--- config.mk ---
export PLATFORM = sky130hd
export DESIGN_NAME = instr_fetch_queue
export DESIGN_NICKNAME = d
export VERILOG_FILES = /design/src/rtl/instr_fetch_queue.sv
export SDC_FILE = /design/constraint.sdc
export NUM_CORES = 1
export LEC_CHECK = 0
export CAP_MARGIN = 25
export CORE_MARGIN = 1.5
export CORE_UTILIZATION = 30
export CTS_CLUSTER_SIZE = 25
export DETAILED_ROUTE_END_ITERATION = 7
export PLACE_DENSITY_LB_ADDON = 0.08
export SETUP_SLACK_MARGIN = 0.15
export SYNTH_ARGS = -nofsm -noshare
export SYNTH_HDL_FRONTEND = slang
export SYNTH_SLANG_ARGS = --single-unit
--- constraint.sdc ---
create_clock -name CLK -period 4.4 [get_ports CLK]
set_clock_uncertainty 0.1 [all_clocks]
set_input_delay 0.88 -clock CLK [delete_from_list [all_inputs] [get_ports CLK]]
set_output_delay 0.88 -clock CLK [all_outputs]
set_load 0.05 [all_outputs]
--- src/rtl/instr_fetch_queue.sv ---
// Instruction fetch front end: owns the fetch PC, issues one-outstanding requests to
// instruction memory and buffers returned words with their PCs for decode.
module instr_fetch_queue #(
  parameter int          DEPTH   = 4,
  parameter logic [31:0] PC_STEP = 32'd4
) (
  input  logic                     CLK,
  input  logic                     RESET,
  input  logic [31:0]              startPC,
  output logic                     imem_req,
  output logic [31:0]              imem_addr,
  input  logic                     imem_ack,
  input  logic [31:0]              imem_data,
  output logic [31:0]              instr,
  output logic [31:0]              instr_pc,
  output logic                     instr_valid,
  input  logic                     instr_ready,
  input  logic                     redirect,
  input  logic [31:0]              redirect_pc,
  output logic [$clog2(DEPTH):0]   queue_count
);

  localparam int AW = $clog2(DEPTH);
  localparam int CW = AW + 1;
  localparam logic [CW-1:0] DEPTH_C = CW'(DEPTH);

  typedef enum logic [1:0] {S_BOOT, S_IDLE, S_REQ, S_DRAIN} state_e;

  state_e          state_q, state_d;
  logic [31:0]     fetch_pc_q, fetch_pc_d;
  logic [AW-1:0]   wr_ptr_q, wr_ptr_d;
  logic [AW-1:0]   rd_ptr_q, rd_ptr_d;
  logic [CW-1:0]   count_q, count_d;
  logic [31:0]     data_mem_q [DEPTH];
  logic [31:0]     data_mem_d [DEPTH];
  logic [31:0]     pc_mem_q [DEPTH];
  logic [31:0]     pc_mem_d [DEPTH];
  logic            imem_req_q, imem_req_d;
  logic [31:0]     imem_addr_q, imem_addr_d;
  logic [31:0]     instr_q, instr_d;
  logic [31:0]     instr_pc_q, instr_pc_d;
  logic            instr_valid_q, instr_valid_d;
  logic            enq;
  logic            deq;
  logic            flush;

  // Redirect outranks both queue operations; a head handshake in that cycle still completes.
  assign enq   = (state_q == S_REQ) && imem_ack && !redirect;
  assign flush = redirect && (state_q != S_BOOT);
  assign deq   = instr_valid_q && instr_ready;

  // Queue bookkeeping: circular buffer of {word, pc}, pointers wrap mod DEPTH.
  always_comb begin
    wr_ptr_d   = wr_ptr_q;
    rd_ptr_d   = rd_ptr_q;
    count_d    = count_q;
    data_mem_d = data_mem_q;
    pc_mem_d   = pc_mem_q;
    if (flush) begin
      wr_ptr_d = '0;
      rd_ptr_d = '0;
      count_d  = '0;
    end else begin
      if (enq) begin
        data_mem_d[wr_ptr_q] = imem_data;
        pc_mem_d[wr_ptr_q]   = fetch_pc_q;
        wr_ptr_d             = wr_ptr_q + AW'(1);
      end else begin
        wr_ptr_d = wr_ptr_q;
      end
      if (deq) begin
        rd_ptr_d = rd_ptr_q + AW'(1);
      end else begin
        rd_ptr_d = rd_ptr_q;
      end
      count_d = count_q + CW'(enq) - CW'(deq);
    end
  end

  // Fetch FSM next state, fetch PC and the Moore request/address outputs.
  always_comb begin
    state_d    = state_q;
    fetch_pc_d = fetch_pc_q;
    case (state_q)
      S_BOOT: begin
        state_d    = S_IDLE;
        fetch_pc_d = redirect ? redirect_pc : startPC;
      end
      S_IDLE: begin
        if (redirect) begin
          fetch_pc_d = redirect_pc;
          state_d    = S_IDLE;
        end else begin
          state_d = (count_q < DEPTH_C) ? S_REQ : S_IDLE;
        end
      end
      S_REQ: begin
        if (redirect) begin
          fetch_pc_d = redirect_pc;
          state_d    = imem_ack ? S_REQ : S_DRAIN;
        end else if (imem_ack) begin
          fetch_pc_d = fetch_pc_q + PC_STEP;
          state_d    = (count_d < DEPTH_C) ? S_REQ : S_IDLE;
        end else begin
          state_d = S_REQ;
        end
      end
      S_DRAIN: begin
        // The abandoned address stays on the bus until memory answers; its data is dropped.
        fetch_pc_d = redirect ? redirect_pc : fetch_pc_q;
        state_d    = imem_ack ? S_IDLE : S_DRAIN;
      end
      default: begin
        state_d    = S_BOOT;
        fetch_pc_d = fetch_pc_q;
      end
    endcase
    imem_req_d    = (state_d == S_REQ) || (state_d == S_DRAIN);
    imem_addr_d   = (state_d == S_REQ) ? fetch_pc_d : imem_addr_q;
    instr_valid_d = (count_d != '0);
    instr_d       = data_mem_d[rd_ptr_d];
    instr_pc_d    = pc_mem_d[rd_ptr_d];
  end

  // State, queue and registered output flops.
  always_ff @(posedge CLK or negedge RESET) begin
    if (!RESET) begin
      state_q       <= S_BOOT;
      fetch_pc_q    <= 32'd0;
      wr_ptr_q      <= '0;
      rd_ptr_q      <= '0;
      count_q       <= '0;
      data_mem_q    <= '{default: 32'd0};
      pc_mem_q      <= '{default: 32'd0};
      imem_req_q    <= 1'b0;
      imem_addr_q   <= 32'd0;
      instr_q       <= 32'd0;
      instr_pc_q    <= 32'd0;
      instr_valid_q <= 1'b0;
    end else begin
      state_q       <= state_d;
      fetch_pc_q    <= fetch_pc_d;
      wr_ptr_q      <= wr_ptr_d;
      rd_ptr_q      <= rd_ptr_d;
      count_q       <= count_d;
      data_mem_q    <= data_mem_d;
      pc_mem_q      <= pc_mem_d;
      imem_req_q    <= imem_req_d;
      imem_addr_q   <= imem_addr_d;
      instr_q       <= instr_d;
      instr_pc_q    <= instr_pc_d;
      instr_valid_q <= instr_valid_d;
    end
  end

  assign imem_req    = imem_req_q;
  assign imem_addr   = imem_addr_q;
  assign instr       = instr_q;
  assign instr_pc    = instr_pc_q;
  assign instr_valid = instr_valid_q;
  assign queue_count = count_q;

endmodule

* Word level (Yosys, flattened, before mapping)
Cells that the tools add are included.
Word-level totals: bits of input ports 101, output and inout port bits 101, flip-flop bits (word level) 395, logic and storage cells 79
Operators by class: mux-type cells 32, order comparisons 5, reduce and logical (&&, ||, !) cells 12, bitwise logic cells 2, add/sub/neg operators 5, equal/unequal tests 5
Operators with widths (number):
- $mux 128 | 4
- $mux 32 | 9
- $bwmux 128 | 2
- $bmux 32 s2 | 2
- $pmux 32 s3 | 1
- $demux 32 s2 | 1
- $add 32x3->32 const B | 1
- $mux 2 | 10
- $eq 2x2->1 const B | 4
- $pmux 2 s4 | 1
- $ge 3x3->1 const B | 2
- $lt 3x3->1 const B | 2
- $not 2->3 | 2
- $logic_and 1x1->1 | 5
- $add 2x1->2 const B | 2
- $reduce_bool 2->1 | 2
- $add 3x1->3 | 1
- $lt 3x1->1 const B | 1
- $mux 3 | 1
- $reduce_bool 3->1 | 1
- $sub 3x1->3 | 1
- $eq 2x1->1 const B | 1
- $logic_not 2->1 | 1
- $reduce_or 2->1 | 1
- 3 further kinds | 3

* Logic depth before layout (Yosys ltp)
depth in word-level cells 13, mapped depth 16

* Worst setup path before layout
Ideal clock, no wire load.
path type input port to flip-flop, start in redirect, end reg imem_addr_q[19] (netlist: imem_addr[19]), setup time 0.128 ns, cell stages on the path 13, buffers on the path 2, slack 0.730 ns, arrival 3.442 ns, cells stage by stage nor3b_4 buf_6 nand2_1 ha_1 inv_1 ha_1 inv_1 fa_1 xnor3_1 or2_1 a31o_2 buf_2 mux2_1
Between the ends: cells in the longest elaborated chain, start to end 11
RTL lines:
- start: declaration | line 18 | input logic redirect,
- $logic_not 1->1 | line 48 | assign enq = (state_q == S_REQ) && imem_ack && !redirect;
- $logic_and 1x1->1 | line 48
- $add 3x1->3 | line 76 | count_d = count_q + CW'(enq) - CW'(deq);
- $sub 3x1->3 | line 76
- $mux 3 | line 59 | if (flush) begin
- $lt 3x3->1 | line 103 | state_d = (count_d < DEPTH_C) ? S_REQ : S_IDLE;
- $mux 2 | line 103
- $mux 2 | line 101 | end else if (imem_ack) begin
- $mux 2 | line 98 | if (redirect) begin
- $pmux 2 s4 | line 84 | case (state_q)
- $eq 2x2->1 | line 119 | imem_addr_d = (state_d == S_REQ) ? fetch_pc_d : imem_addr_q;
- end signal: assignment | line 149 | imem_addr_q <= imem_addr_d;
- end: declaration | line 39 | logic [31:0] imem_addr_q, imem_addr_d;
Parallel ways exist; a longest one is shown, timed or not. A chain may end at the register's enable or synchronous reset.

* Worst setup path in the final report
start in imem_ack, end reg imem_addr_q[18] (netlist: imem_addr[18])
Between the ends: cells in the longest elaborated chain, start to end 11
RTL lines:
- start: declaration | line 12 | input logic imem_ack,
- $logic_and 1x1->1 (2 in series) | line 48
- $add 3x1->3 | line 76
- $sub 3x1->3 | line 76
- $mux 3 | line 59
- $lt 3x3->1 | line 103
- $mux 2 | line 103
- $mux 2 | line 101
- $mux 2 | line 98
- $pmux 2 s4 | line 84
- $eq 2x2->1 | line 119
Parallel ways exist; a longest one is shown, timed or not.

==> results.ini <==
[critical_path]
critPathKind=in -> reg
crit_path_end_kind=register
crit_chain=clkdlybuf4s50_1, nand2_1, ha_1, inv_1, ha_1, inv_1, fa_1, xnor3_1, or2_1, a31o_2, inv_2, o31ai_1
startpoint_type=input port
crit_end=imem_addr[18]
cp.required_ns=4.79
max_stage_delay_ns=0.79
worstPathArrival_ns=4.14
reg2reg_to=imem_addr[18]
worst-path-buf-inv=4
path_depth=12
rr_startpoint=state_q[0]
cp_slowest_cell=a31o_2
cp_top_family=compound AO/OA/AOI/OAI gates
cp-startpoint=imem_ack
worst-r2r-cell-count=12
path_max_fanout=30
r2r_slack_ns=0.75

[place]
placed_cell_area_um2=20400
post-place-ws_ns=-0.0280
gp_congestion=0.723
port-buffer-count=201
place_hpwl_um=31300

[pwr]
seqPwrFrac=0.356
swShare=0.373
p_switching_mw=5.23
clkPwrFrac=0.275
p_comb_frac=0.368
fin_total_pwr_mw=14.0
pwr_density_cell_nw_per_um2=640
vdd_ir_drop_max_uv=248
leakage_nw=9.65
p_int_mw=8.78

[drt]
drt_iter0_drc=536
drc_errors=0
dr.pass1.iters=4
num_vias=11000
routed-wl-met2_um=22700
totalWireLength_um=48600
wire_per_inst_um=21.5
met1Wirelength_um=22700
antenna_left=0
routed.top_layer=met4
wl_met3_um=2420
vias_per_cell=4.85

[final_layout]
final_area_um2=21900
drive_above_1_share=0.265
area_growth_pct=24.4
nets=1573

[clock_network]
cts_inserted_buffers=47
clock_path_buffers=3
cts_resized=0
cts_setup_buffers=0
cts.clk_slew.worst_paths_ns=0.05
cts_root_buffer=clkbuf_16
hold_buffers=0
clock_latency_ns=0.58
h-tree-depth=2
cts.sinks=394
cts_tree=yes

[grt]
antenna_found_initial=1
overflow=0
grt_max_degree=108
grt_first_pass_wirelength_um=75400
globalRouteTotalUtil=0.165
grt_pass1_vias=11800

[timing]
finalHoldViolCount=0
grt_setup_unrepaired=false
worstMarginPinSlew_ns=0.957
fin_crit_ns=3.75
fmax_mhz=267
setup_tns_ns=0
finalSetupViolations=0
post-route-period-util=0.852
hold_ws_ns=0.266
relSlewSlack=0.362
setup_slack_ns=0.649
final_max_slew_viol_count=0

[synthesis]
yosysWarnings=0
synthesis.area_um2=17600
synth_edf_count=0
synth.distinct_cells=69
synth-async-reset-ratio=1.00
yosysSeqAreaShare=0.560
yosys_most_used_dff=dfrtp_1
synth_fp_nets=1393
synth-seq-cells=394
synth_area_per_cell_um2=13.7
synth_cells=1284

[floorplanning]
fp.dieH_um=245
die_w_um=245
rows=88
io_pins=202
core_um2=57800
dieArea_um2=60100
start_util=0.305

[hold_path]
hold_path.class=in -> async

[outcome]
status=finished, final reports clean

[flow_run]
cap_violations=0

registers in the layout, indices dropped and copies added, names as in the netlist:
name / flops
imem_addr: 32
rd_ptr_q: 2
instr_pc: 32
wr_ptr_q: 2
imem_req: 1
data_mem_q: 128
instr: 32
fetch_pc_q: 32
instr_valid: 1
state_q: 1
queue_count: 3
pc_mem_q: 128
layout make-up:
cell class	count	area, um^2
multi-input cells	773	7120
fillers	5535	35900
flip-flops and latches	394	9860
clock inverters	14	170
clock buffers	64	1340
diodes	1	2.50
well taps	765	957
repair buffers	229	2370
inverters	19	73.8
worst reg2reg max path: stages (launching register included):
cell,delay [ns]
dfrtp_1,0.44
nor3b_4,0.22
nand2_1,0.13
ha_1,0.30
inv_1,0.06
ha_1,0.13
inv_1,0.05
fa_1,0.39
xnor3_1,0.23
or2_1,0.14
a31o_2,0.79
inv_2,0.30
o31ai_1,0.29
power groups by stage:
stage          Clock [mW]  Combinational [mW]  Sequential [mW]
5_1_grt              4.14                5.50             5.12
3_3_place_gp            0                5.22             5.06
4_1_cts              4.00                5.25             5.02
6_report             3.85                5.16             4.99
2_1_floorplan           0                2.41             6.06
3_5_place_dp            0                5.23             5.08
worst min-delay path by stage:
stage | start | cells after the start | end | slack, ns
after floorplan | data_mem_q[105] | 1 | data_mem_q[105] | 0.36
after global placement | imem_addr[30] | 2 | imem_addr[30] | 0.37
after detailed placement | imem_addr[0] | 2 | imem_addr[0] | 0.36
after CTS | RESET | 1 | data_mem_q[91] | 0.31
after global routing | RESET | 1 | instr[25] | 0.33
final | RESET | 1 | instr[25] | 0.27
cells in the final DEF (no fill, tap or decap), types with 16 or more instances in the layout:
| cell | instances |
|---|---|
| dfrtp_1 | 394 |
| mux2_2 | 266 |
| mux2i_1 | 199 |
| clkdlybuf4s50_1 | 199 |
| clkbuf_16 | 49 |
| nand2_1 | 48 |
| o21ai_0 | 26 |
| nor2_1 | 19 |
| nand3_1 | 16 |
| inv_1 | 16 |
| buf_4 | 16 |
Yosys cell counts (14+ instances only):
| cell | instances | area share |
|---|---|---|
| buf_4 | 26 | 0.011 |
| buf_2 | 42 | 0.012 |
| mux2_1 | 14 | 0.0090 |
| o21ai_0 | 26 | 0.0074 |
| nand3_1 | 16 | 0.0045 |
| mux2_2 | 266 | 0.17 |
| dfrtp_1 | 394 | 0.56 |
| o22ai_1 | 14 | 0.0050 |
| clkbuf_1 | 18 | 0.0038 |
| nor2_1 | 20 | 0.0043 |
| mux2i_1 | 199 | 0.11 |
| inv_1 | 17 | 0.0036 |
| a21oi_1 | 14 | 0.0040 |
| nand2_1 | 48 | 0.010 |
routing by layer:
| layer | track usage | vias up |
|---|---|---|
| li1 | - | 5022 |
| met5 | 0 | - |
| met3 | 0.0339 | 51 |
| met4 | 0.0358 | 0 |
| met2 | 0.264 | 225 |
| met1 | 0.229 | 5660 |
logic make-up after synthesis:
logic type | synth area share
buf+inv | 0.0365
xor+xnor | 0.00377
fa+ha+maj | 0.00611
flops | 0.560
mux | 0.292
simple gates | 0.0515
compound gates | 0.0498
stage by stage:
| stage | utilization | std cells |
|---|---|---|
| after floorplan | - | 1284 |
| after global placement | 0.353 | 2180 |
| after detailed placement | 0.353 | 2180 |
| after CTS | 0.379 | 2258 |
| after global routing | 0.379 | 2258 |
| final | 0.379 | 2259 |
Note: power is estimated with default switching activity, not from simulation.
